<file path="src/rtl/load_wb_select_pkg.sv">
// Shared load-size and writeback-state encodings for the MEM/WB boundary.
// Imported by the writeback-select stage and its lane aligner.
package load_wb_select_pkg;

  localparam logic [1:0] LD_BYTE = 2'b00;
  localparam logic [1:0] LD_HALF = 2'b01;
  localparam logic [1:0] LD_WORD = 2'b10;

  typedef enum logic {
    WB_IDLE      = 1'b0,
    WB_WAIT_LOAD = 1'b1
  } wb_state_e;

  // Size code 2'b11 behaves as a full word.
  function automatic logic is_word(input logic [1:0] size);
    return (size == LD_WORD) || (size == 2'b11);
  endfunction

endpackage

</file>
<file path="src/rtl/load_wb_select_align.sv">
// Purely combinational little-endian lane select plus sign/zero extension of a load word.
// Zero latency; no handshake.
module load_align
  import load_wb_select_pkg::*;
#(
  parameter int DATA_W = 32
) (
  input  logic [DATA_W-1:0] rdata,
  input  logic [1:0]        size,
  input  logic              ld_unsigned,
  input  logic [1:0]        addr_lo,
  output logic [DATA_W-1:0] data
);

  logic [7:0]  byte_lane;
  logic [15:0] half_lane;
  logic        byte_fill;
  logic        half_fill;

  always_comb begin
    byte_lane = rdata[{addr_lo, 3'b000} +: 8];
    half_lane = rdata[{addr_lo[1], 4'b0000} +: 16];
    byte_fill = ~ld_unsigned & byte_lane[7];
    half_fill = ~ld_unsigned & half_lane[15];
  end

  always_comb begin
    data = rdata;
    if (!is_word(size)) begin
      if (size == LD_BYTE) begin
        data = {{(DATA_W-8){byte_fill}}, byte_lane};
      end else begin
        data = {{(DATA_W-16){half_fill}}, half_lane};
      end
    end
  end

endmodule

</file>
<file path="src/rtl/load_wb_select.sv">
// Writeback select: ALU results commit one cycle after accept; loads wait for dmem, then align and commit.
// in_ready is low while a load is outstanding; a missing response is abandoned after TIMEOUT_CYC cycles.
module load_wb_select
  import load_wb_select_pkg::*;
#(
  parameter int DATA_W      = 32,
  parameter int REG_AW      = 5,
  parameter int TIMEOUT_CYC = 16
) (
  input  logic              clk,
  input  logic              rst_n,
  input  logic              in_valid,
  output logic              in_ready,
  input  logic              in_mem_to_reg,
  input  logic              in_reg_wen,
  input  logic [REG_AW-1:0] in_rd,
  input  logic [DATA_W-1:0] in_alu_result,
  input  logic [1:0]        in_ld_size,
  input  logic              in_ld_unsigned,
  input  logic [1:0]        in_addr_lo,
  input  logic              dmem_rvalid,
  input  logic [DATA_W-1:0] dmem_rdata,
  output logic              wb_wen,
  output logic [REG_AW-1:0] wb_addr,
  output logic [DATA_W-1:0] wb_data,
  output logic              busy,
  output logic              load_timeout
);

  localparam int                CNT_W    = $clog2(TIMEOUT_CYC);
  localparam logic [CNT_W-1:0]  CNT_LAST = CNT_W'(TIMEOUT_CYC - 1);

  wb_state_e         state_q, state_d;
  logic [CNT_W-1:0]  cnt_q, cnt_d;

  logic [REG_AW-1:0] ld_rd_q, ld_rd_d;
  logic              ld_wen_q, ld_wen_d;
  logic [1:0]        ld_size_q, ld_size_d;
  logic              ld_uns_q, ld_uns_d;
  logic [1:0]        ld_alo_q, ld_alo_d;

  logic              wb_wen_q, wb_wen_d;
  logic [REG_AW-1:0] wb_addr_q, wb_addr_d;
  logic [DATA_W-1:0] wb_data_q, wb_data_d;
  logic              timeout_q, timeout_d;

  logic              accept;
  logic [DATA_W-1:0] ld_aligned;

  load_align #(
    .DATA_W (DATA_W)
  ) u_align (
    .rdata       (dmem_rdata),
    .size        (ld_size_q),
    .ld_unsigned (ld_uns_q),
    .addr_lo     (ld_alo_q),
    .data        (ld_aligned)
  );

  assign in_ready = (state_q == WB_IDLE);
  assign accept   = in_valid & in_ready;

  always_comb begin
    state_d   = state_q;
    cnt_d     = cnt_q;
    ld_rd_d   = ld_rd_q;
    ld_wen_d  = ld_wen_q;
    ld_size_d = ld_size_q;
    ld_uns_d  = ld_uns_q;
    ld_alo_d  = ld_alo_q;
    wb_wen_d  = 1'b0;
    wb_addr_d = wb_addr_q;
    wb_data_d = wb_data_q;
    timeout_d = timeout_q;

    unique case (state_q)
      WB_IDLE: begin
        // dmem_rvalid is deliberately ignored here: no load is outstanding.
        if (accept) begin
          if (!in_mem_to_reg) begin
            wb_wen_d  = in_reg_wen & (in_rd != '0);
            wb_addr_d = in_rd;
            wb_data_d = in_alu_result;
          end else begin
            ld_rd_d   = in_rd;
            ld_wen_d  = in_reg_wen;
            ld_size_d = in_ld_size;
            ld_uns_d  = in_ld_unsigned;
            ld_alo_d  = in_addr_lo;
            cnt_d     = '0;
            state_d   = WB_WAIT_LOAD;
          end
        end
      end

      WB_WAIT_LOAD: begin
        cnt_d = cnt_q + 1'b1;
        // A response arriving on the final cycle still wins over the timeout.
        if (dmem_rvalid) begin
          wb_wen_d  = ld_wen_q & (ld_rd_q != '0);
          wb_addr_d = ld_rd_q;
          wb_data_d = ld_aligned;
          state_d   = WB_IDLE;
        end else if (cnt_q == CNT_LAST) begin
          timeout_d = 1'b1;
          state_d   = WB_IDLE;
        end
      end

      default: state_d = WB_IDLE;
    endcase
  end

  always_ff @(posedge clk or negedge rst_n) begin
    if (!rst_n) begin
      state_q   <= WB_IDLE;
      cnt_q     <= '0;
      ld_rd_q   <= '0;
      ld_wen_q  <= 1'b0;
      ld_size_q <= LD_WORD;
      ld_uns_q  <= 1'b0;
      ld_alo_q  <= '0;
      wb_wen_q  <= 1'b0;
      wb_addr_q <= '0;
      wb_data_q <= '0;
      timeout_q <= 1'b0;
    end else begin
      state_q   <= state_d;
      cnt_q     <= cnt_d;
      ld_rd_q   <= ld_rd_d;
      ld_wen_q  <= ld_wen_d;
      ld_size_q <= ld_size_d;
      ld_uns_q  <= ld_uns_d;
      ld_alo_q  <= ld_alo_d;
      wb_wen_q  <= wb_wen_d;
      wb_addr_q <= wb_addr_d;
      wb_data_q <= wb_data_d;
      timeout_q <= timeout_d;
    end
  end

  assign wb_wen       = wb_wen_q;
  assign wb_addr      = wb_addr_q;
  assign wb_data      = wb_data_q;
  assign busy         = (state_q == WB_WAIT_LOAD);
  assign load_timeout = timeout_q;

endmodule

</file>
<file path="config.mk">
export PLATFORM = sky130hd
export DESIGN_NAME = load_wb_select
export DESIGN_NICKNAME = d
export VERILOG_FILES = /design/src/rtl/load_wb_select_pkg.sv /design/src/rtl/load_wb_select_align.sv /design/src/rtl/load_wb_select.sv
export SDC_FILE = /design/constraint.sdc
export NUM_CORES = 1
export LEC_CHECK = 0
export CAP_MARGIN = 20
export CORE_MARGIN = 4
export CORE_UTILIZATION = 30
export CTS_CLUSTER_DIAMETER = 80
export DETAILED_ROUTE_END_ITERATION = 7
export PLACE_DENSITY = 0.63
export SKIP_CTS_REPAIR_TIMING = 1
export SYNTH_ARGS = -nofsm -noshare
export SYNTH_HDL_FRONTEND = slang
export SYNTH_HIERARCHICAL = 1
export SYNTH_SLANG_ARGS = --single-unit
</file>
<file path="constraint.sdc">
create_clock -name clk -period 2.5 [get_ports clk]
set_input_delay 0.5 -clock clk [delete_from_list [all_inputs] [get_ports clk]]
set_output_delay 0.5 -clock clk [all_outputs]
set_load 0.1 [all_outputs]
</file>
# After elaboration in Yosys (flattened, before gate mapping)

Cells that the tools add are included.
Widths: inputs -> output; s select.

ROM bits: 0
Memories: 0
Register bits after elaboration: 55
Bits in writable memories: 0
Input port bits: 80
Output and inout port bits: 41
Bits in latches: 0

Reductions and logical operators: 8
Div/mod/pow operators: 0
Magnitude comparators: 0
Equal/unequal tests: 7
Mux-type cells: 22
Bitwise gates (word level): 8
Shifts and indexed selects: 2
Multipliers: 0
$add $sub $neg: 1

Operators with widths:

| cell                | number |
|---|---|
| $mux 32             | 5 |
| $pmux 32 s2         | 1 |
| $shiftx 32x6->16    | 1 |
| $shiftx 32x6->8     | 1 |
| $mux 5              | 3 |
| $pmux 5 s2          | 1 |
| $reduce_bool 5->1   | 2 |
| $reduce_and 3->1    | 3 |
| $mux 4              | 2 |
| $pmux 4 s2          | 1 |
| $mux 1              | 7 |
| $and 1x1->1         | 5 |
| $add 4x1->4 const B | 1 |
| $eq 2x2->1 const B  | 2 |
| $eq 4x4->1 const B  | 1 |
| $ne 2x1->1 const B  | 2 |
| $ne 2x2->1 const B  | 2 |
| $pmux 1 s2          | 2 |
| $not 1->1           | 3 |
| $logic_not 2->1     | 1 |
| $reduce_and 2->1    | 1 |
| $logic_or 1x1->1    | 1 |

# Longest topological paths before layout

Word-level depth: 6
Gate-level depth with buffers: 7
Gate-level depth less buffers: 5

# By module

The synthesis kept the hierarchy.

Modules (own cells, without submodules):

| module         | seq. area each (µm²) | area an instance (µm²) | cells an instance | times used |
|---|---|---|---|---|
| load_wb_select | 1377.6               | 2731.4                 | 179               | 1 |
| load_align     | 0.0                  | 849.6                  | 117               | 1 |

# Worst setup path after synthesis

Ideal clock, no wire load.

Kind: register to register
Start point: reg state_q (netlist: busy)
End point: reg ld_alo_q[0]
Buffers on the path: 2
Setup slack: -0.063 ns
Cell stages (with the launch flop): 6
Data arrival time: 2.438 ns
Cell sequence: dfrtp_1 > buf_6 > inv_1 > nand3_1 > buf_2 > mux2_2

Cells in the longest elaborated chain, start to end: 3

Ends and longest elaborated chain:

| element                      | line                  | source |
|---|---|---|
| start, declared              | load_wb_select.sv:33  | `wb_state_e state_q, state_d;` |
| start signal, assigned       | load_wb_select.sv:128 | `state_q <= state_d;` |
| $not 1->1 (no line) *        | -                     |  |
| named net in_ready           | load_wb_select.sv:13  | `output logic in_ready,` |
| $and 1x1->1                  | load_wb_select.sv:61  | `assign accept = in_valid & in_ready;` |
| $reduce_and 3->1 (no line) * | -                     |  |
| end signal, assigned         | load_wb_select.sv:134 | `ld_alo_q <= ld_alo_d;` |
| end, declared                | load_wb_select.sv:40  | `logic [1:0] ld_alo_q, ld_alo_d;` |

The timed path passes the listed nets; every way through them passes the cells marked *.
A chain may end at the register's enable or synchronous reset.

# Worst setup path after layout

Start point: reg ld_alo_q[1]
End point: reg wb_data_q[0] (netlist: wb_data[0])

Cells in the longest elaborated chain, start to end: 5
Elaborated cells between the ends (all ways): 6

Ends and longest elaborated chain:

| element                                                    | line                                                   | source |
|---|---|---|
| $shiftx 32x6->16 / $shiftx 32x6->8 (equally long branches) | load_wb_select_align.sv:22, load_wb_select_align.sv:21 |  |
| $mux 32 *                                                  | load_wb_select_align.sv:30                             | `if (size == LD_BYTE) begin` |
| $mux 32 *                                                  | load_wb_select_align.sv:29                             | `if (!is_word(size)) begin` |
| named net ld_aligned[0]                                    | load_wb_select.sv:48                                   | `logic [DATA_W-1:0] ld_aligned;` |
| $mux 32 *                                                  | load_wb_select.sv:99                                   | `if (dmem_rvalid) begin` |
| $pmux 32 s2 *                                              | load_wb_select.sv:76                                   | `unique case (state_q)` |
| end signal, assigned                                       | load_wb_select.sv:137                                  | `wb_data_q <= wb_data_d;` |
| end, declared                                              | load_wb_select.sv:44                                   | `logic [DATA_W-1:0] wb_data_q, wb_data_d;` |

The timed path passes the listed nets; every way through them passes the cells marked *. The select of a mux whose other input is x is not followed.

==> flow_metrics.env <==
export IMPL_synth_cells=296
export IMPL_antenna_found_initial=0
export IMPL_cts_sinks=55
export IMPL_grtUsageTotal=0.158
export IMPL_hold_viol=0
export IMPL_timing_rr_start="ld_alo_q[1]"
export IMPL_cp_end_kind="flip-flop"
export IMPL_syn_to_final_growth_pct=40.6
export IMPL_outcome="complete, no violations"
export IMPL_yosysMostFrequentCell="mux2_2"
export IMPL_ys_ff_latch=55
export IMPL_critPathLaunch="ld_alo_q[1]"
export IMPL_r2r_end="wb_data[0]"
export IMPL_hpwl_um=8310
export IMPL_ys_warn_count=6
export IMPL_critPathKind="flip-flop to flip-flop"
export IMPL_vias=2803
export IMPL_cts_root_buf="clkbuf_16"
export IMPL_worstPathRequired_ns=2.69
export IMPL_ant_nets=0
export IMPL_die_h_um=117
export IMPL_initial_core_util=0.310
export IMPL_period_share=0.903
export IMPL_synth_top_area_frac=0.377
export IMPL_max_vdd_ir_drop_v=0.000591
export IMPL_rrSetupSlack_ns=0.24
export IMPL_diodes=0
export IMPL_rsz0062_at_grt="false"
export IMPL_cts_tree="done"
export IMPL_fmax_ghz=0.443
export IMPL_fin_util=0.435
export IMPL_grt_max_degree=33
export IMPL_ys_top_cells_by_area="dfrtp_1 38%, mux2_2 19%, mux2_4 13%"
export IMPL_wire_per_inst_um=19.7
export IMPL_timing_final_ws_setup_ns=0.243
export IMPL_r2r_cells=5
export IMPL_yosys_top_cells_count="62 x mux2_2, 54 x dfrtp_1, 32 x mux2_4, 30 x nand2_1"
export IMPL_p_leak_uw=0.00218
export IMPL_synth_edff_count=0
export IMPL_fin_crit_ns=2.26
export IMPL_grt_overflow=0
export IMPL_grt_pass1_vias=2884
export IMPL_tns_ns=0
export IMPL_dpl_worst_slack_ns=0.0909
export IMPL_io_buffer_count=120
export IMPL_startpoint_type="flip-flop"
export IMPL_drt_pass1_iterations=4
export IMPL_initialDrtViolationCount=188
export IMPL_ys_seq_area_frac=0.385
export IMPL_wl_met3_um=822
export IMPL_clk_pin_slew_ns=0.08
export IMPL_arrival_ns=2.44
export IMPL_drt_met1_wl_um=4850
export IMPL_routed_wl_um=10900
export IMPL_grt_pass1_wl_um=16500
export IMPL_htreeDepth=2
export IMPL_vias_per_cell=5.05
export IMPL_gp_congestion=0.789
export IMPL_cts_buffers=5
export IMPL_powerDensity_nw_per_um2=1110
export IMPL_hold_path_class="input port to async pin"
export IMPL_clk_latency_ns=0.30
export IMPL_crit_path_end="wb_data[0]"
export IMPL_top_layer_used="met4"
export IMPL_synthArstFlopShare=1.00
export IMPL_drc=0
export IMPL_yosysTopAreaCell="dfrtp_1"
export IMPL_relSlewSlack=0.554
export IMPL_slew_violations=0
export IMPL_core_area_um2=11600
export IMPL_dieArea_um2=13700
export IMPL_drv_cap=0
export IMPL_die_w_um=117
export IMPL_tightest_slew_ns=0.667
export IMPL_layout_drive_gt1_share=0.427
export IMPL_fill_cells=1080
export IMPL_ios=121
export IMPL_skew_ns=0.00597
export IMPL_yosys_most_used_dff="dfrtp_1"
export IMPL_synth_area_um2=3580
export IMPL_clock_path_buffers=2
export IMPL_wl_met2_um=5080
export IMPL_syn_nets=377
export IMPL_setup_violations_final=0
export IMPL_crit_fanout=17
export IMPL_layout_nets=492
export IMPL_synth_cell_types=39
export IMPL_rows=39
export IMPL_synth_avg_cell_area_um2=12.1
==> logic make-up (layout without fill, tap and decap cells) <==
family,count (synthesis),in the layout,share of synthesized area
mux,95,95,0.335
simple gates,66,66,0.109
flops,55,55,0.385
compound gates,52,52,0.111
buf+inv,25,141,0.0514
xor+xnor,2,2,0.00489
fa+ha+maj,1,1,0.00349
==> worst max-delay path, stage by stage (launching register included) <==
cell,delay [ns]
dfrtp_1,0.73
buf_4,0.24
mux2_2,0.34
a221o_1,0.31
mux2_2,0.27
mux2_4,0.26
==> how the worst min path moves through the flow <==
stage                 startpoint      endpoint  slack [ns]  cells past startpoint
global route               rst_n   wb_data[18]        0.26                      1
detailed placement  load_timeout  load_timeout        0.47                      1
finish                     rst_n   wb_data[18]        0.22                      1
floorplan                  rst_n          busy        0.20                      0
CTS                        rst_n    wb_data[8]        0.23                      1
global placement    load_timeout  load_timeout        0.47                      1
==> per-stage QoR <==
| step | cells | hold slack (ns) | instance area (µm²) | total power (µW) |
|---|---|---|---|---|
| 4_1_cts | 555 | 0.232 | 5030 | 5640 |
| 2_1_floorplan | 296 | 0.204 | 3590 | 3950 |
| 3_5_place_dp | 547 | 0.467 | 4860 | 4770 |
| 6_report | 555 | 0.217 | 5030 | 5590 |
| 3_3_place_gp | 547 | 0.467 | 4860 | 4730 |
| 5_1_grt | 555 | 0.259 | 5030 | 5820 |
==> cell type report <==
type | instances | area [µm²] | share of cell area
Tap cell | 143 | 179 | 0.0355
Clock inverter | 2 | 38.8 | 0.00770
Multi-Input combinational cell | 216 | 2020 | 0.401
Timing Repair Buffer | 132 | 1270 | 0.252
Sequential cell | 55 | 1380 | 0.274
Inverter | 1 | 7.51 | 0.00149
Clock buffer | 6 | 139 | 0.0276
==> metal layers <==
metal  vias to the layer above  track usage
li1                       1319            -
met1                      1387        0.214
met2                        88        0.250
met3                         9       0.0478
met4                         0       0.0367
met5                         -            0
==> placed cells by master, fill, tap and decap left out, drive strengths merged <==
cell type | synthesis | layout
or2 | 1 | 1
buf | 14 | 54
a22oi | 1 | 1
and3 | 1 | 1
o2111ai | 1 | 1
nand3 | 6 | 6
dfrtp | 54 | 54
or4 | 2 | 2
xor2 | 2 | 2
o211ai | 10 | 10
a31oi | 7 | 7
a21o | 1 | 1
and4b | 7 | 7
a221o | 7 | 7
clkdlybuf4s50 | 0 | 78
o21bai | 2 | 2
nor3b | 1 | 1
o21ai | 23 | 23
nand2 | 30 | 30
dfstp | 1 | 1
clkbuf | 10 | 6
nor2 | 2 | 2
nand3b | 1 | 1
bufinv | 0 | 1
nand2b | 2 | 2
mux2 | 94 | 94
and3b | 7 | 7
mux2i | 1 | 1
and2b | 1 | 1
clkinvlp | 0 | 1
ha | 1 | 1
inv | 1 | 1
nor2b | 4 | 4
nand4 | 1 | 1
==> power breakdown <==
group	internal, µW	switching [µW]
Combinational	1070	2260
Sequential	1170	236
Clock	505	347
Total	2750	2840
==> state kept, by name, indices dropped and copies added, names as in the netlist <==
register / count
ld_rd_q: 5
busy: 1
ld_alo_q: 2
wb_data: 32
wb_wen: 1
wb_addr: 5
cnt_q: 4
ld_uns_q: 1
ld_wen_q: 1
ld_size_q: 2
load_timeout: 1
No activity file was read; power rests on OpenSTA's default activity.
